**src/rtl/booth_mac_seq.sv**
```systemverilog
`default_nettype none
// ============================================================================
// Module   : booth_mac_seq
// Purpose  : Sequencer and accumulator wrapped around a sequential Booth
//            multiplier. Accepts signed operand pairs over a valid/ready
//            stream, issues each pair to the multiplier, waits for it to
//            finish, sign-extends the 2W-bit product into a guarded
//            accumulator, and presents the dot-product once the pair tagged
//            in_last has been accumulated.
// Ports    : clk, rst                    - clock, synchronous active-high reset
//            in_valid/in_ready           - operand stream handshake
//            in_x, in_y, in_last         - signed operands, end-of-sum tag
//            mul_x, mul_y, mul_start     - registered operands and start pulse
//            mul_busy, mul_z             - multiplier status and product
//            acc_valid/acc_ready         - result stream handshake
//            acc_out                     - signed sum, 2W+G bits
//            term_cnt                    - products in current sum (debug)
//            sat_flag                    - sticky clamp flag (SATURATE_EN only)
// Config   : SATURATE_EN - clamp on signed overflow instead of wrapping and
//            add the sat_flag output.
// Revision : 1.0 - initial release
// ============================================================================
module booth_mac_seq #(
    parameter int DATA_WIDTH = 16,
    parameter int GUARD_BITS = 4
) (
    input  logic                                 clk,
    input  logic                                 rst,
    input  logic                                 in_valid,
    output logic                                 in_ready,
    input  logic [DATA_WIDTH-1:0]                in_x,
    input  logic [DATA_WIDTH-1:0]                in_y,
    input  logic                                 in_last,
    output logic [DATA_WIDTH-1:0]                mul_x,
    output logic [DATA_WIDTH-1:0]                mul_y,
    output logic                                 mul_start,
    input  logic                                 mul_busy,
    input  logic [2*DATA_WIDTH-1:0]              mul_z,
    output logic                                 acc_valid,
    input  logic                                 acc_ready,
    output logic [2*DATA_WIDTH+GUARD_BITS-1:0]   acc_out,
`ifdef SATURATE_EN
    output logic [GUARD_BITS:0]                  term_cnt,
    output logic                                 sat_flag
`else
    output logic [GUARD_BITS:0]                  term_cnt
`endif
);

    localparam int ACC_W = 2 * DATA_WIDTH + GUARD_BITS;

    typedef enum logic [2:0] {
        S_IDLE    = 3'd0,
        S_ISSUE   = 3'd1,
        S_WAIT_HI = 3'd2,
        S_WAIT_LO = 3'd3,
        S_SETTLE  = 3'd4,
        S_OUT     = 3'd5
    } state_t;

    state_t                  state_q, state_d;
    logic [DATA_WIDTH-1:0]   mul_x_q, mul_x_d;
    logic [DATA_WIDTH-1:0]   mul_y_q, mul_y_d;
    logic                    last_q,  last_d;
    logic [ACC_W-1:0]        acc_q,   acc_d;
    logic [GUARD_BITS:0]     cnt_q,   cnt_d;
    logic                    sat_q,   sat_d;

    logic [ACC_W-1:0]        w_prod_ext;
    logic [ACC_W-1:0]        w_sum;
    logic                    w_ovf;
    logic [ACC_W-1:0]        w_acc_next;
    logic                    w_clamp;

    // Product sign-extended to accumulator width before the add.
    assign w_prod_ext = {{GUARD_BITS{mul_z[2*DATA_WIDTH-1]}}, mul_z};
    assign w_sum      = acc_q + w_prod_ext;
    // Signed overflow: operands share a sign that the sum does not.
    assign w_ovf      = (acc_q[ACC_W-1] == w_prod_ext[ACC_W-1]) &&
                        (w_sum[ACC_W-1] != acc_q[ACC_W-1]);

`ifdef SATURATE_EN
    always_comb begin
        w_acc_next = w_sum;
        w_clamp    = 1'b0;
        if (w_ovf) begin
            w_clamp = 1'b1;
            // Operand sign selects the rail: negative -> most negative value.
            w_acc_next = acc_q[ACC_W-1] ? {1'b1, {(ACC_W-1){1'b0}}}
                                        : {1'b0, {(ACC_W-1){1'b1}}};
        end
    end
    assign sat_flag = sat_q;
`else
    always_comb begin
        w_acc_next = w_sum;
        w_clamp    = w_ovf & 1'b0;
    end
`endif

    always_comb begin
        state_d = state_q;
        mul_x_d = mul_x_q;
        mul_y_d = mul_y_q;
        last_d  = last_q;
        acc_d   = acc_q;
        cnt_d   = cnt_q;
        sat_d   = sat_q;
        case (state_q)
            S_IDLE: begin
                if (in_valid) begin
                    mul_x_d = in_x;
                    mul_y_d = in_y;
                    last_d  = in_last;
                    state_d = S_ISSUE;
                end
            end
            S_ISSUE:   state_d = S_WAIT_HI;
            // Absorbs any start-to-busy latency of the multiplier.
            S_WAIT_HI: if (mul_busy)  state_d = S_WAIT_LO;
            S_WAIT_LO: if (!mul_busy) state_d = S_SETTLE;
            S_SETTLE: begin
                acc_d   = w_acc_next;
                cnt_d   = cnt_q + 1'b1;
                sat_d   = sat_q | w_clamp;
                state_d = last_q ? S_OUT : S_IDLE;
            end
            S_OUT: begin
                if (acc_ready) begin
                    acc_d   = '0;
                    cnt_d   = '0;
                    sat_d   = 1'b0;
                    state_d = S_IDLE;
                end
            end
            default: state_d = S_IDLE;
        endcase
    end

    always_ff @(posedge clk) begin
        if (rst) begin
            state_q <= S_IDLE;
            mul_x_q <= '0;
            mul_y_q <= '0;
            last_q  <= 1'b0;
            acc_q   <= '0;
            cnt_q   <= '0;
            sat_q   <= 1'b0;
        end else begin
            state_q <= state_d;
            mul_x_q <= mul_x_d;
            mul_y_q <= mul_y_d;
            last_q  <= last_d;
            acc_q   <= acc_d;
            cnt_q   <= cnt_d;
            sat_q   <= sat_d;
        end
    end

    // Moore outputs decoded from the registered state.
    assign in_ready  = (state_q == S_IDLE);
    assign mul_start = (state_q == S_ISSUE);
    assign acc_valid = (state_q == S_OUT);
    assign mul_x     = mul_x_q;
    assign mul_y     = mul_y_q;
    assign acc_out   = acc_q;
    assign term_cnt  = cnt_q;

endmodule
`default_nettype wire

```
**config.mk**
```make
export PLATFORM = sky130hd
export DESIGN_NAME = booth_mac_seq
export DESIGN_NICKNAME = d
export VERILOG_FILES = /design/src/rtl/booth_mac_seq.sv
export SDC_FILE = /design/constraint.sdc
export NUM_CORES = 1
export LEC_CHECK = 0
export CAP_MARGIN = 10
export CORE_ASPECT_RATIO = 1.1
export CORE_MARGIN = 2
export CORE_UTILIZATION = 50
export DETAILED_ROUTE_END_ITERATION = 8
export PLACE_DENSITY = 0.85
export SLEW_MARGIN = 20
export SYNTH_ARGS = -nofsm -noshare
export SYNTH_HDL_FRONTEND = slang
export SYNTH_SLANG_ARGS = --single-unit
```
**constraint.sdc**
```tcl
create_clock -name clk -period 4.87 [get_ports clk]
set_input_delay 0.974 -clock clk [delete_from_list [all_inputs] [get_ports clk]]
set_output_delay 0.974 -clock clk [all_outputs]
set_load 0.005 [all_outputs]
```
* Word-level counts from Yosys, hierarchy flattened
Index checks and enable logic that the tools add are counted.
** Storage, ports and cells
- Flip-flop bits (word level) :: 77
** Cells by class
- Add/sub/neg operators :: 2
- Equal/unequal tests :: 9
- Multiplexer cells :: 10
- Reductions and logical operators :: 5
** Operators by type and width (number)
- $pmux 36 s2 :: 1
- $add 36x36->36 :: 1
- $mux 36 :: 1
- $pmux 3 s6 :: 1
- $mux 3 :: 5
- $pmux 5 s2 :: 1
- $eq 3x2->1 const B :: 2
- $eq 3x3->1 const B :: 2
- $ne 2x2->1 const B :: 3
- $add 5x1->5 const B :: 1
- $mux 5 :: 1
- $reduce_and 2->1 :: 2
- $reduce_and 4->1 :: 1
- $eq 3x1->1 const B :: 1
- $logic_not 3->1 :: 1
- $ne 2x1->1 const B :: 1
- $reduce_bool 2->1 :: 1

* Logic depth before layout (Yosys ltp)
- Depth in word-level cells :: 3
- Depth in mapped cells :: 12

* Worst setup path after synthesis
Ideal clock, no wire load.
- Path kind :: in2reg
- From :: input port mul_z[0]
- To :: register acc_q[24] (netlist: acc_out[24])
- Buffers on the path :: 0
- Library setup time :: 0.117 ns
- Setup slack :: 1.746 ns
- Data required time :: 4.753 ns
- Stages on the path :: 12
- Data arrival time :: 3.007 ns
- Path through :: ha_1 > inv_1 > fa_1 > nand2b_1 > a21oi_1 > o221ai_1 > nand2_1 > a21o_1 > a41oi_1 > o21ai_1 > xor2_1 > a22o_1
** Between the ends
- Cells in the longest elaborated chain, start to end :: 2
** RTL lines
- from (decl) :: line 38 : input logic [2*DATA_WIDTH-1:0] mul_z,
- $add 36x36->36 :: line 77 : assign w_sum = acc_q + w_prod_ext;
- $pmux 36 s2 :: line 109 : case (state_q)
- to (signal assigned) :: line 146 : acc_q <= '0;
- to (signal assigned) :: line 154 : acc_q <= acc_d;
- to (decl) :: line 65 : logic [ACC_W-1:0] acc_q, acc_d;
Every way passes these cells.
A chain may end at the register's enable or synchronous reset.

* Worst setup path after layout
Same ends and word-level chain as after synthesis.

==> summary.md <==
| Metric | Value |
|---|---|
| Leak Pwr | `2.59 nW` |
| Internal Power | `1.13 mW` |
| Cell Count, Final, Fillers Out | `842` |
| Status | `completed` |
| Clock network power share | `36.8%` |
| Initial drt markers | `176` |
| Vias in the first global route | `4543` |
| Post_cts resized | `0` |
| Max cap viols | `0` |
| Worst setup path class | `in2reg` |
| Post-synth top flop | `dfxtp_1` |
| CTS Sinks | `77` |
| Netlist cell types | `61` |
| # port buffers | `145` |
| PwrDens | `241 mW/mm2` |
| Vias/cell | `5.60` |
| EDFF count, synth | `0` |
| Share of the synthesized area in the top cell type | `33.0%` |
| Hold-fix buffers, CTS | `0` |
| Flop pwr share | `44.1%` |
| Post-Syn Instances | `592` |
| R2R setup slack | `1.91 ns` |
| Minimum clock period after layout | `3.67 ns` |
| Pre-Repair DR Iteration Count | `4` |
| Slowest-stage cell, CP | `clkdlybuf4s50_1` |
| Core Region | `0.00896 mm2` |
| Post-synthesis register bit count | `77` |
| Worst Path Required | `5.12 ns` |
| Util after Layout | `71.4%` |
| Period utilization | `75.3%` |
| RSZ-0062 raised after global routing | `no` |
| Synthesis-to-finish area growth | `37.2%` |
| Share of layout cells above drive strength 1 | `5.08%` |
| Crit path max fanout | `4` |
| Switching share of power | `26.4%` |
| Warning count from the yosys run | `0` |
| Gate power share | `19.1%` |
| Top Usage Layer GRT | `met2` |
| Clock Latency Late Sink | `0.35 ns` |
| Final hold slack | `0.457 ns` |
| Initial Util | `52.1%` |
| Post-synthesis sequential area ratio | `33.0%` |
| Mapped Area | `0.00467 mm2` |
| Clk buf depth | `2` |
| R2r worst-path depth | `12` |
| Post-DP HPWL | `9430 um` |
| M3 GR Usage | `8.15%` |
| Synth top area cells | `dfxtp_1 (33%), ha_1 (9.7%), nand2_1 (9.1%)` |
| Drt wl/cell | `15.0 um` |
| Dpl ws | `0.964 ns` |
| H-tree depth | `3` |
| Hold Crit Depth | `2` |
| VDD IR max | `186 uV` |
| Fmax | `273 MHz` |
| # fillers | `691` |
| All-Layer GR Usage | `25.4%` |
| # setup viols final | `0` |
| Crit path cell chain | `clkdlybuf4s50_1, ha_1, inv_1, fa_1, nand2b_1, a21oi_1, o221ai_1, nand2_1, a21o_1, a41oi_1, o21ai_1, xor2_1, a22o_1` |
| DRT Wirelength | `12700 um` |
| P_sw | `0.407 mW` |
| Met1 Usage GRT | `30.8%` |
| HP Start | `mul_y[0]` |
| Global-route wire length before repair | `20900 um` |
| Die Area | `0.0101 mm2` |
| Final Hold Fails | `0` |
| Die span in x | `96.1 um` |
| Setup Skew | `0.00626 ns` |
| CTS Buf Count | `9` |
| Post-route setup slack | `1.20 ns` |
| Mean area per synthesized cell | `7.88 um2` |
| Pin count of the biggest net entering global routing | `52` |
| Row cnt | `36` |
| Post-layout net count | `830` |
| Critical Path Start Type | `input pin` |
| CP peak stage delay | `0.46 ns` |
| TritonCTS clock tree | `built` |
| Worst rel slew slack | `29.5%` |
| DR DRC count | `0` |
| Placed cells | `826` |
| Inserted Diodes | `0` |
| Gr ovfl total | `0` |
| Antenna-violating nets left | `0` |
| Reg2reg end | `acc_out[24]` |
| Antenna violations before repair | `0` |
| Yosys top cell by area | `dfxtp_1` |
| Placer's final routability congestion estimate | `0.890` |
| Worst-path clk slew | `0.08 ns` |
| Worst Hold End | `mul_y[0]` |
| Reg-to-Reg Start | `acc_out[0]` |
| Worst slew pin tran | `1.06 ns` |
| Worst Path Arrival | `3.92 ns` |
| Final Max Slew Viols | `0` |
| Hold/Removal Path Class | `reg2reg` |
| Asr flop ratio synth | `0%` |
| CTS root buffer | `clkbuf_8` |
| Setup TNS after final layout | `0 ns` |
| Die Ht | `105 um` |
| CP endpoint kind | `flip-flop` |
| Detailed-route via count | `4711` |
| Ports | `146` |
| Post-CTS Setup Bufs | `0` |
| Mapped Nets | `699` |
| GR Layer Usage met2 | `41.4%` |
-- registers in the layout, indices dropped and copies added, names as in the netlist --
register  flops
acc_out      36
last_q        1
term_cnt      5
state_q       3
mul_x        16
mul_y        16
-- stage by stage --
| step | power (mW) | area, um2 |
|---|---|---|
| CTS | 1.55 | 6400 |
| finish | 1.54 | 6400 |
| detailed placement | 0.987 | 6160 |
| floorplan | 0.839 | 4670 |
| global placement | 0.980 | 6160 |
| global route | 1.61 | 6400 |
-- worst max-delay path: cells and delay by family --
kind,cells,cell delay (ns)
AOI/OAI and AO/OA,6,1.36
and+or+nand+nor,2,0.38
buffers and inverters,2,0.53
xor gates and xnor gates,1,0.09
adders and majority gates,2,0.59
-- cells by family after synthesis --
logic type                 Yosys count  synth area share [%]
xor gates and xnor gates            29                  5.44
DFF                                 77                  33.0
AOI/OAI and AO/OA                  183                  25.9
adders and majority gates           37                  10.1
buffers and inverters               41                  3.38
and+or+nand+nor                    223                  21.8
muxes                                2                 0.429
-- worst max path at each step --
stage | cells past startpoint | endpoint | slack [ns] | startpoint
after floorplan | 12 | acc_out[24] | 1.75 | mul_z[0]
after global placement | 13 | acc_out[24] | 1.07 | mul_z[0]
after detailed placement | 13 | acc_out[24] | 0.96 | mul_z[0]
after CTS | 13 | acc_out[24] | 1.30 | mul_z[0]
after global routing | 13 | acc_out[24] | 1.10 | mul_z[0]
final | 13 | acc_out[24] | 1.20 | mul_z[0]
-- cells in the final DEF (no fill, tap or decap), drive strengths merged, types with 14 or more instances in the layout --
master and instances:
a21o 17, dfxtp 77, ha 36, inv 14
o21ai 40, nor2 43, xnor2 18, clkdlybuf4s50 144
nand2 113, a21oi 70
-- cell type report --
class | count | area [um2] | share of cell area (%)
Sequential cell | 77 | 1540 | 24.1
Clock buffer | 11 | 151 | 2.37
Multi-Input combinational cell | 474 | 2970 | 46.4
Inverter | 14 | 52.6 | 0.821
Timing Repair Buffer | 147 | 1460 | 22.8
Tap cell | 114 | 143 | 2.23
Clock inverter | 5 | 82.6 | 1.29
-- power groups by stage --
stage | combinational, mW | clock [mW] | sequential (mW)
floorplan | 0.146 | 0 | 0.692
global placement | 0.287 | 0 | 0.693
detailed placement | 0.293 | 0 | 0.694
CTS | 0.295 | 0.576 | 0.680
global route | 0.326 | 0.601 | 0.684
finish | 0.294 | 0.567 | 0.680
-- synth_stat cells (2+ instances only) --
cell type / count
a41oi_2: 2
or3_1: 3
or2_1: 3
nand3_1: 8
o21ai_1: 11
o211ai_1: 3
ha_1: 36
and2_1: 4
a22oi_1: 7
a41oi_1: 2
buf_2: 2
nand4_1: 4
a221oi_1: 2
o31ai_1: 5
o21bai_1: 3
mux2i_1: 2
inv_1: 14
nor3b_1: 4
o21a_1: 2
dfxtp_1: 77
nor2_1: 43
nand2_1: 113
o21ai_0: 28
xor2_1: 11
a31oi_1: 2
nor4_1: 2
or2_2: 2
and3_1: 4
a21boi_1: 2
nor2b_1: 12
a21oi_1: 70
xnor2_1: 18
a22o_1: 4
clkbuf_1: 23
nor3_1: 11
o22ai_1: 2
nand2b_1: 7
a21o_1: 17
a32oi_1: 3
a211oi_1: 3
-- per-layer routing --
layer,wire length [um],share of wire [%]
met5,0,0
met4,291,2.3
met3,1210,9.5
met2,5890,46
met1,5280,42
Note: power is estimated with default switching activity, not from simulation.
